**src/rtl/central_config_fsm_pkg.sv**
```systemverilog
// Shared types for the central controller: run states, editor fields, keypad codes.
// The digit helper separates numeric keys from command keys.
package central_pkg;

    typedef enum logic [1:0] {
        ST_START  = 2'd0,
        ST_SIM    = 2'd1,
        ST_PAUSE  = 2'd2,
        ST_ENDING = 2'd3
    } sim_state_e;

    typedef enum logic [1:0] {
        SET_PEOPLE    = 2'd0,
        SET_ALGORITHM = 2'd1,
        SET_SIMSPEED  = 2'd2
    } setting_e;

    typedef enum logic [3:0] {
        BTN_STOP   = 4'hA,
        BTN_RESUME = 4'hB,
        BTN_UP     = 4'hC,
        BTN_DOWN   = 4'hD,
        BTN_ESCAPE = 4'hE,
        BTN_ENTER  = 4'hF
    } button_e;

    function automatic logic is_digit(input logic [3:0] code);
        return (code <= 4'd9);
    endfunction

endpackage

```
**src/rtl/central_config_fsm_digit_accumulator.sv**
```systemverilog
// Decimal entry register: appends a digit (x10+d) only when the result stays within limit.
// Clear has priority over add; rejected digits leave the value untouched.
module digit_accumulator
    import central_pkg::*;
#(
    parameter int NUM_W = 6
) (
    input  logic                clk,
    input  logic                rst_n,
    input  logic [NUM_W+3:0]    limit,
    input  logic                add,
    input  logic [3:0]          digit,
    input  logic                clear,
    output logic [NUM_W-1:0]    number
);

    logic [NUM_W-1:0] number_reg;
    logic [NUM_W-1:0] number_next;
    logic [NUM_W+3:0] wide_num;
    logic [NUM_W+3:0] cand;

    // Four extra bits hold 10*(2**NUM_W-1)+9 without overflow.
    assign wide_num = {4'd0, number_reg};
    assign cand     = (wide_num << 3) + (wide_num << 1) + {{NUM_W{1'b0}}, digit};

    always_comb begin
        number_next = number_reg;
        if (clear) begin
            number_next = '0;
        end else if (add && (cand <= limit)) begin
            number_next = cand[NUM_W-1:0];
        end
    end

    always_ff @(posedge clk or negedge rst_n) begin
        if (!rst_n) begin
            number_reg <= '0;
        end else begin
            number_reg <= number_next;
        end
    end

    assign number = number_reg;

endmodule

```
**src/rtl/central_config_fsm.sv**
```systemverilog
// Central controller: run-state FSM plus keypad settings editor with commit/cancel.
// Optional idle discard of partial entry is enabled by defining ENTRY_TIMEOUT_EN.
module central_config_fsm
    import central_pkg::*;
#(
    parameter int NUM_W       = 6,
    parameter int MAX_PEOPLE  = 40,
    parameter int DEF_PEOPLE  = 8,
    parameter int NUM_ALGOS   = 4,
    parameter int SPEED_W     = 3,
    parameter int DEF_SPEED   = 1,
    parameter int TIMEOUT_CYC = 1000,
    localparam int ALGO_W     = (NUM_ALGOS > 1) ? $clog2(NUM_ALGOS) : 1,
    localparam int MAX_SPEED  = (1 << SPEED_W) - 1
) (
    input  logic               clk,
    input  logic               rst_n,
    input  logic [3:0]         button_bus,
    input  logic               pressed,
    output logic [1:0]         sim_state,
    output logic [1:0]         setting,
    output logic [NUM_W-1:0]   people,
    output logic [ALGO_W-1:0]  algorithm,
    output logic [SPEED_W-1:0] sim_speed,
    output logic [NUM_W-1:0]   number,
    output logic               commit,
    output logic               entry_timeout
);

    sim_state_e          state_reg, state_next;
    setting_e            setting_reg, setting_next;
    logic [NUM_W-1:0]    people_reg, people_next;
    logic [ALGO_W-1:0]   algorithm_reg, algorithm_next;
    logic [SPEED_W-1:0]  speed_reg, speed_next;
    logic                commit_reg, commit_next;
    logic                timeout_reg;
    logic                pressed_q;
    logic                key_evt;
    logic                timeout_fire;
    logic                acc_add, acc_clear;
    logic [NUM_W+3:0]    limit;

    assign key_evt = pressed & ~pressed_q;

    always_comb begin
        case (setting_reg)
            SET_PEOPLE:    limit = (NUM_W+4)'(MAX_PEOPLE);
            SET_ALGORITHM: limit = (NUM_W+4)'(NUM_ALGOS - 1);
            SET_SIMSPEED:  limit = (NUM_W+4)'(MAX_SPEED);
            default:       limit = '0;
        endcase
    end

    always_comb begin
        state_next     = state_reg;
        setting_next   = setting_reg;
        people_next    = people_reg;
        algorithm_next = algorithm_reg;
        speed_next     = speed_reg;
        commit_next    = 1'b0;
        acc_add        = 1'b0;
        // Entry only lives in START; an idle expiry also discards it.
        acc_clear      = (state_reg != ST_START) | timeout_fire;
        if (key_evt) begin
            case (state_reg)
                ST_START: begin
                    if (is_digit(button_bus)) begin
                        acc_add = 1'b1;
                    end else begin
                        case (button_bus)
                            BTN_RESUME: begin
                                state_next = ST_SIM;
                                acc_clear  = 1'b1;
                            end
                            BTN_UP: begin
                                acc_clear = 1'b1;
                                case (setting_reg)
                                    SET_PEOPLE:    setting_next = SET_ALGORITHM;
                                    SET_ALGORITHM: setting_next = SET_SIMSPEED;
                                    default:       setting_next = SET_PEOPLE;
                                endcase
                            end
                            BTN_DOWN: begin
                                acc_clear = 1'b1;
                                case (setting_reg)
                                    SET_PEOPLE:    setting_next = SET_SIMSPEED;
                                    SET_SIMSPEED:  setting_next = SET_ALGORITHM;
                                    default:       setting_next = SET_PEOPLE;
                                endcase
                            end
                            BTN_ESCAPE: acc_clear = 1'b1;
                            BTN_ENTER: begin
                                acc_clear   = 1'b1;
                                commit_next = 1'b1;
                                case (setting_reg)
                                    SET_PEOPLE:    people_next    = number;
                                    SET_ALGORITHM: algorithm_next = ALGO_W'(number);
                                    default:       speed_next     = SPEED_W'(number);
                                endcase
                            end
                            default: ;
                        endcase
                    end
                end
                ST_SIM:    if (button_bus == BTN_STOP)   state_next = ST_PAUSE;
                ST_PAUSE: begin
                    if (button_bus == BTN_RESUME)        state_next = ST_SIM;
                    else if (button_bus == BTN_STOP)     state_next = ST_ENDING;
                end
                default:   if (button_bus == BTN_RESUME) state_next = ST_START;
            endcase
        end
    end

    always_ff @(posedge clk or negedge rst_n) begin
        if (!rst_n) begin
            state_reg     <= ST_START;
            setting_reg   <= SET_PEOPLE;
            people_reg    <= NUM_W'(DEF_PEOPLE);
            algorithm_reg <= '0;
            speed_reg     <= SPEED_W'(DEF_SPEED);
            commit_reg    <= 1'b0;
            timeout_reg   <= 1'b0;
            pressed_q     <= 1'b0;
        end else begin
            state_reg     <= state_next;
            setting_reg   <= setting_next;
            people_reg    <= people_next;
            algorithm_reg <= algorithm_next;
            speed_reg     <= speed_next;
            commit_reg    <= commit_next;
            timeout_reg   <= timeout_fire;
            pressed_q     <= pressed;
        end
    end

`ifdef ENTRY_TIMEOUT_EN
    localparam int TO_W = $clog2(TIMEOUT_CYC + 1);
    logic [TO_W-1:0] idle_cnt_reg;

    // A key press in the same cycle counts as activity and wins over expiry.
    assign timeout_fire = (idle_cnt_reg == TO_W'(TIMEOUT_CYC)) & ~key_evt & (number != '0);

    always_ff @(posedge clk or negedge rst_n) begin
        if (!rst_n) begin
            idle_cnt_reg <= '0;
        end else if (key_evt || (number == '0) || timeout_fire) begin
            idle_cnt_reg <= '0;
        end else begin
            idle_cnt_reg <= idle_cnt_reg + 1'b1;
        end
    end
`else
    assign timeout_fire = 1'b0;
`endif

    digit_accumulator #(.NUM_W(NUM_W)) u_acc (
        .clk    (clk),
        .rst_n  (rst_n),
        .limit  (limit),
        .add    (acc_add),
        .digit  (button_bus),
        .clear  (acc_clear),
        .number (number)
    );

    assign sim_state     = state_reg;
    assign setting       = setting_reg;
    assign people        = people_reg;
    assign algorithm     = algorithm_reg;
    assign sim_speed     = speed_reg;
    assign commit        = commit_reg;
    assign entry_timeout = timeout_reg;

endmodule

```
**config.mk**
```make
export PLATFORM = sky130hd
export DESIGN_NAME = central_config_fsm
export DESIGN_NICKNAME = d
export VERILOG_FILES = /design/src/rtl/central_config_fsm_pkg.sv /design/src/rtl/central_config_fsm_digit_accumulator.sv /design/src/rtl/central_config_fsm.sv
export SDC_FILE = /design/constraint.sdc
export NUM_CORES = 1
export LEC_CHECK = 0
export ABC_AREA = 1
export BUFFER_PORTS_ARGS = -buffer_cell sky130_fd_sc_hd__buf_2
export CORE_ASPECT_RATIO = 0.6
export CORE_UTILIZATION = 50
export DETAILED_ROUTE_END_ITERATION = 6
export MAX_ROUTING_LAYER = met4
export PLACE_DENSITY = 0.79
export SLEW_MARGIN = 20
export SYNTH_ARGS = -nofsm -noshare
export SYNTH_HDL_FRONTEND = slang
export SYNTH_SLANG_ARGS = --single-unit
export TNS_END_PERCENT = 20
```
**constraint.sdc**
```tcl
create_clock -name clk -period 4.1 [get_ports clk]
set_input_delay 0.82 -clock clk [delete_from_list [all_inputs] [get_ports clk]]
set_output_delay 0.82 -clock clk [all_outputs]
set_load 0.005 [all_outputs]
```
==> metrics.md <==
| Metric | Value |
|---|---|
| Clk slew on worst S/H paths | 80 ps |
| Initial antenna violation count | 0 |
| Clk_lat worst skew | roughly 270 ps |
| Worst-margin pin slew | approximately 600 ps |
| Fin Setup TNS | 0 ps |
| Largest net degree at the start of global routing | 24 |
| Ys Warns | 0 |
| FMAX | about 310 MHz |
| Setup WS post-layout | between 900 and 1000 ps |
| Worst setup startpoint | button_bus[3] |
| Post-Syn Instances | roughly 180 |
| Post-Layout Cell Count | around 260 |
| Die area | 3280 sq um |
| LEAKAGE | between 1 and 1.5 nW |
| Largest family of logic cells by synthesized area | simple AND/OR/NAND/NOR gates |
| Final setup vio count | 0 |
| Final worst clock skew | roughly 4.3 ps |
| FF/Latch Area | ~580 sq um |
| FP Rows | 15 |
| Post-CTS setup buffer count | 0 |
| CTS sink count | 23 |
| Area taken by multi-input logic gates | approximately 830 sq um |
| Power density over the cells | between 300 and 400 nW/um^2 |
| Fin. max-slew vios | 0 |
| Worst-path cell chain | buf_2 -> inv_1 -> fa_1 -> inv_1 -> ha_1 -> nand3_1 -> nand3_1 -> xor2_1 -> ha_1 -> nand2_1 -> nor2_1 -> nand3_1 -> nand2_1 -> nand2_2 -> nand3_1 -> nand2_1 |
| Die Span X | 73.28 um |
| Syn Nets | 210 |
| Slowest cell on crit path | fa_1 |
| IO Pins | 30 |
| Via/cell ratio | slightly above 5 |
| Total congestion overflow | 0 |
| Design area | 1755 sq um |
| Critical Path RT | ~4300 ps |
| Number of antenna diodes | 0 |
| Core area | 2890 sq um |
| Max Buffers Root-to-Sink | 2 |
| RSZ-0062 raised after global routing | false |
| # fillers | 260 |
| Largest stage delay, worst path | ~600 ps |
| CTS buffer count | 3 |
| DRC Markers | 0 |
| Hold crit path type | flip-flop to flip-flop |
| Crit path max fanout | 7 |
| RD Place Congestion | between 0.9 and 1 |
| Post-CTS Hold Buffers | 0 |
| Routed WL per cell | about 13 um |
| Max_slew headroom | slightly below 60% |
| Mux cell area share after synthesis | under 10% |
| Compound-cell area share of the yosys netlist | around 6.6% |
| Post-synthesis sequential area ratio | 37.93% |
| # port buffers | 28 |
| Seq cells post-synth | 23 |
| Reg-to-Reg Start | u_acc.number[0] |
| Status | completed |
| R2r worst-path depth | 15 |
| Synth Area per Inst | 8.373 sq um |
| DRT iter0 DRCs | between 60 and 70 |
| Fin crit share | between 70% and 80% |
| WS Path Type | input port to flip-flop |
| Pre-antenna DRT Iters | 4 |
| First-pass GRT wire length | around 5.3 mm |
| Synth Area in XOR/XNOR | around 1.7% |
| DIE HEIGHT | 44.77 um |
| VDD IR max | between 0.2 and 0.25 mV |
| Hold Slack | roughly 500 ps |
| Critical Path End Type | flip-flop |
| Final WL | 3.306 mm |
| Total Routing Usage GR | roughly 23% |
| Post-Synth Adder-Cell Area | ~18% |
| Starting Density | between 50% and 60% |
| CTS tree | built |
| Placed insts | around 250 |
| Max cap viols | 0 |
| CTS root buf | clkbuf_8 |
| DRT antenna net count | 0 |
| Endpoints failing hold | 0 |
| Crit path to | u_acc.number[4] |
| Htree depth | 1 |
| DP Worst Slack | between 600 and 700 ps |
| PostCTS Resize Cnt | 0 |
| Synthesized cell area | about 1500 sq um |
| Critical path arrival | 3340 ps |
| Worst reg-to-reg setup slack | between 1000 and 1500 ps |
| Hpwl dp | 2.645 mm |
| WHS Path Cells | 2 |
| Placement Cell Area | 1709 sq um |
| Post-layout net count | between 200 and 250 |
| Critical path launch point type | input port |
| Most used cell, CP | nand3_1 |
| Final min period | 3181 ps |
| P&R area growth vs syn | 15.19% |
| Yosys cell types | 25 |
| Via Count | between 1,000 and 1,500 |
| Simple-gate share of the synthesized area | between 20% and 30% |
| Worst R2R End | u_acc.number[4] |
| Vias in the first global route | 1,137 |
| Layout cells sized above 1 | about 20% |
==> layer usage <==
| metal | vias up | wire length, um | part of all wire, % | track usage, % |
|---|---|---|---|---|
| met5 | - | 0 | 0 | - |
| met4 | 0 | 0 | 0 | 4.706 |
| met3 | 0 | 247 | 7.5 | 6.027 |
| met2 | 49 | 1416 | 43 | 34.07 |
| met1 | 595 | 1642 | 50 | 31.57 |
| li1 | 646 | - | - | - |
==> stage by stage <==
step                      utilization [%]   power, W
after CTS                           60.74  0.0006703
after global placement              59.13  0.0005182
after global routing                60.74  0.0007197
after floorplan                         -  0.0004527
after detailed placement            59.13  0.0005264
final                               60.74  0.0006682
==> power breakdown <==
part	internal, W	switching, W	leakage, nW
registers	0.000247	0.0000296	0.299
clock network	0.0000679	0.0000743	0.0255
logic	0.0000929	0.000157	0.695
==> logic make-up after synthesis <==
| family | after synthesis |
|---|---|
| buffers and inverters | 30 |
| flip-flops | 23 |
| AO/OA/AOI/OAI | 19 |
| XOR/XNOR | 3 |
| multiplexers | 3 |
| adder cells (fa/ha/maj) | 21 |
| other | 1 |
| AND/OR/NAND/NOR | 82 |
==> placed cells by master, fill, tap and decap left out, types with 3 or more instances in the layout <==
| cell | n |
|---|---|
| nor2_1 | 12 |
| a21oi_1 | 3 |
| nand2_1 | 39 |
| o21ai_0 | 11 |
| clkbuf_8 | 3 |
| o21ai_1 | 3 |
| mux2_4 | 3 |
| ha_1 | 19 |
| nor3_1 | 3 |
| nand3_1 | 19 |
| inv_1 | 29 |
| buf_2 | 28 |
| dfrtp_1 | 21 |
==> final cells by class <==
type,count,share of cell area [%]
inverters,29,6.201
flip-flops and latches,23,32.93
clock buffers,3,2.352
well taps,42,2.994
clock inverters,1,0.2851
repair buffers,28,7.983
multi-input cells,129,47.26
==> critical path, delay by kind of cell <==
kind	cells	cell delay, ps
AND/OR/NAND/NOR	9	910
buffers and inverters	3	240
adder cells (fa/ha/maj)	3	1180
XOR/XNOR	1	180
==> Yosys cell counts, drive strengths merged <==
| library cell | instances | area share (%) |
|---|---|---|
| dfrtp | 21 | 34 |
| nand4 | 2 | 0.82 |
| a21oi | 3 | 0.98 |
| nor2 | 15 | 4.8 |
| o21ai | 14 | 4.6 |
| xnor2 | 1 | 0.57 |
| buf | 1 | 0.49 |
| conb | 1 | 0.25 |
| ha | 19 | 16 |
| nand3 | 20 | 6.9 |
| mux2 | 3 | 3.0 |
| nand2 | 41 | 11 |
| nor3 | 3 | 0.98 |
| xor2 | 2 | 1.1 |
| and2 | 1 | 0.41 |
| fa | 2 | 2.6 |
| a211oi | 2 | 0.98 |
| inv | 29 | 7.1 |
| dfstp | 2 | 3.4 |
==> worst min path at each step <==
stage	start	end	slack, ps
5_1_grt	people[1]	people[1]	520
2_1_floorplan	algorithm[0]	algorithm[0]	480
3_5_place_dp	sim_speed[1]	sim_speed[1]	470
4_1_cts	sim_speed[1]	sim_speed[1]	490
6_report	sim_speed[1]	sim_speed[1]	490
3_3_place_gp	people[0]	people[0]	470
No activity file was read; power rests on OpenSTA's default activity.
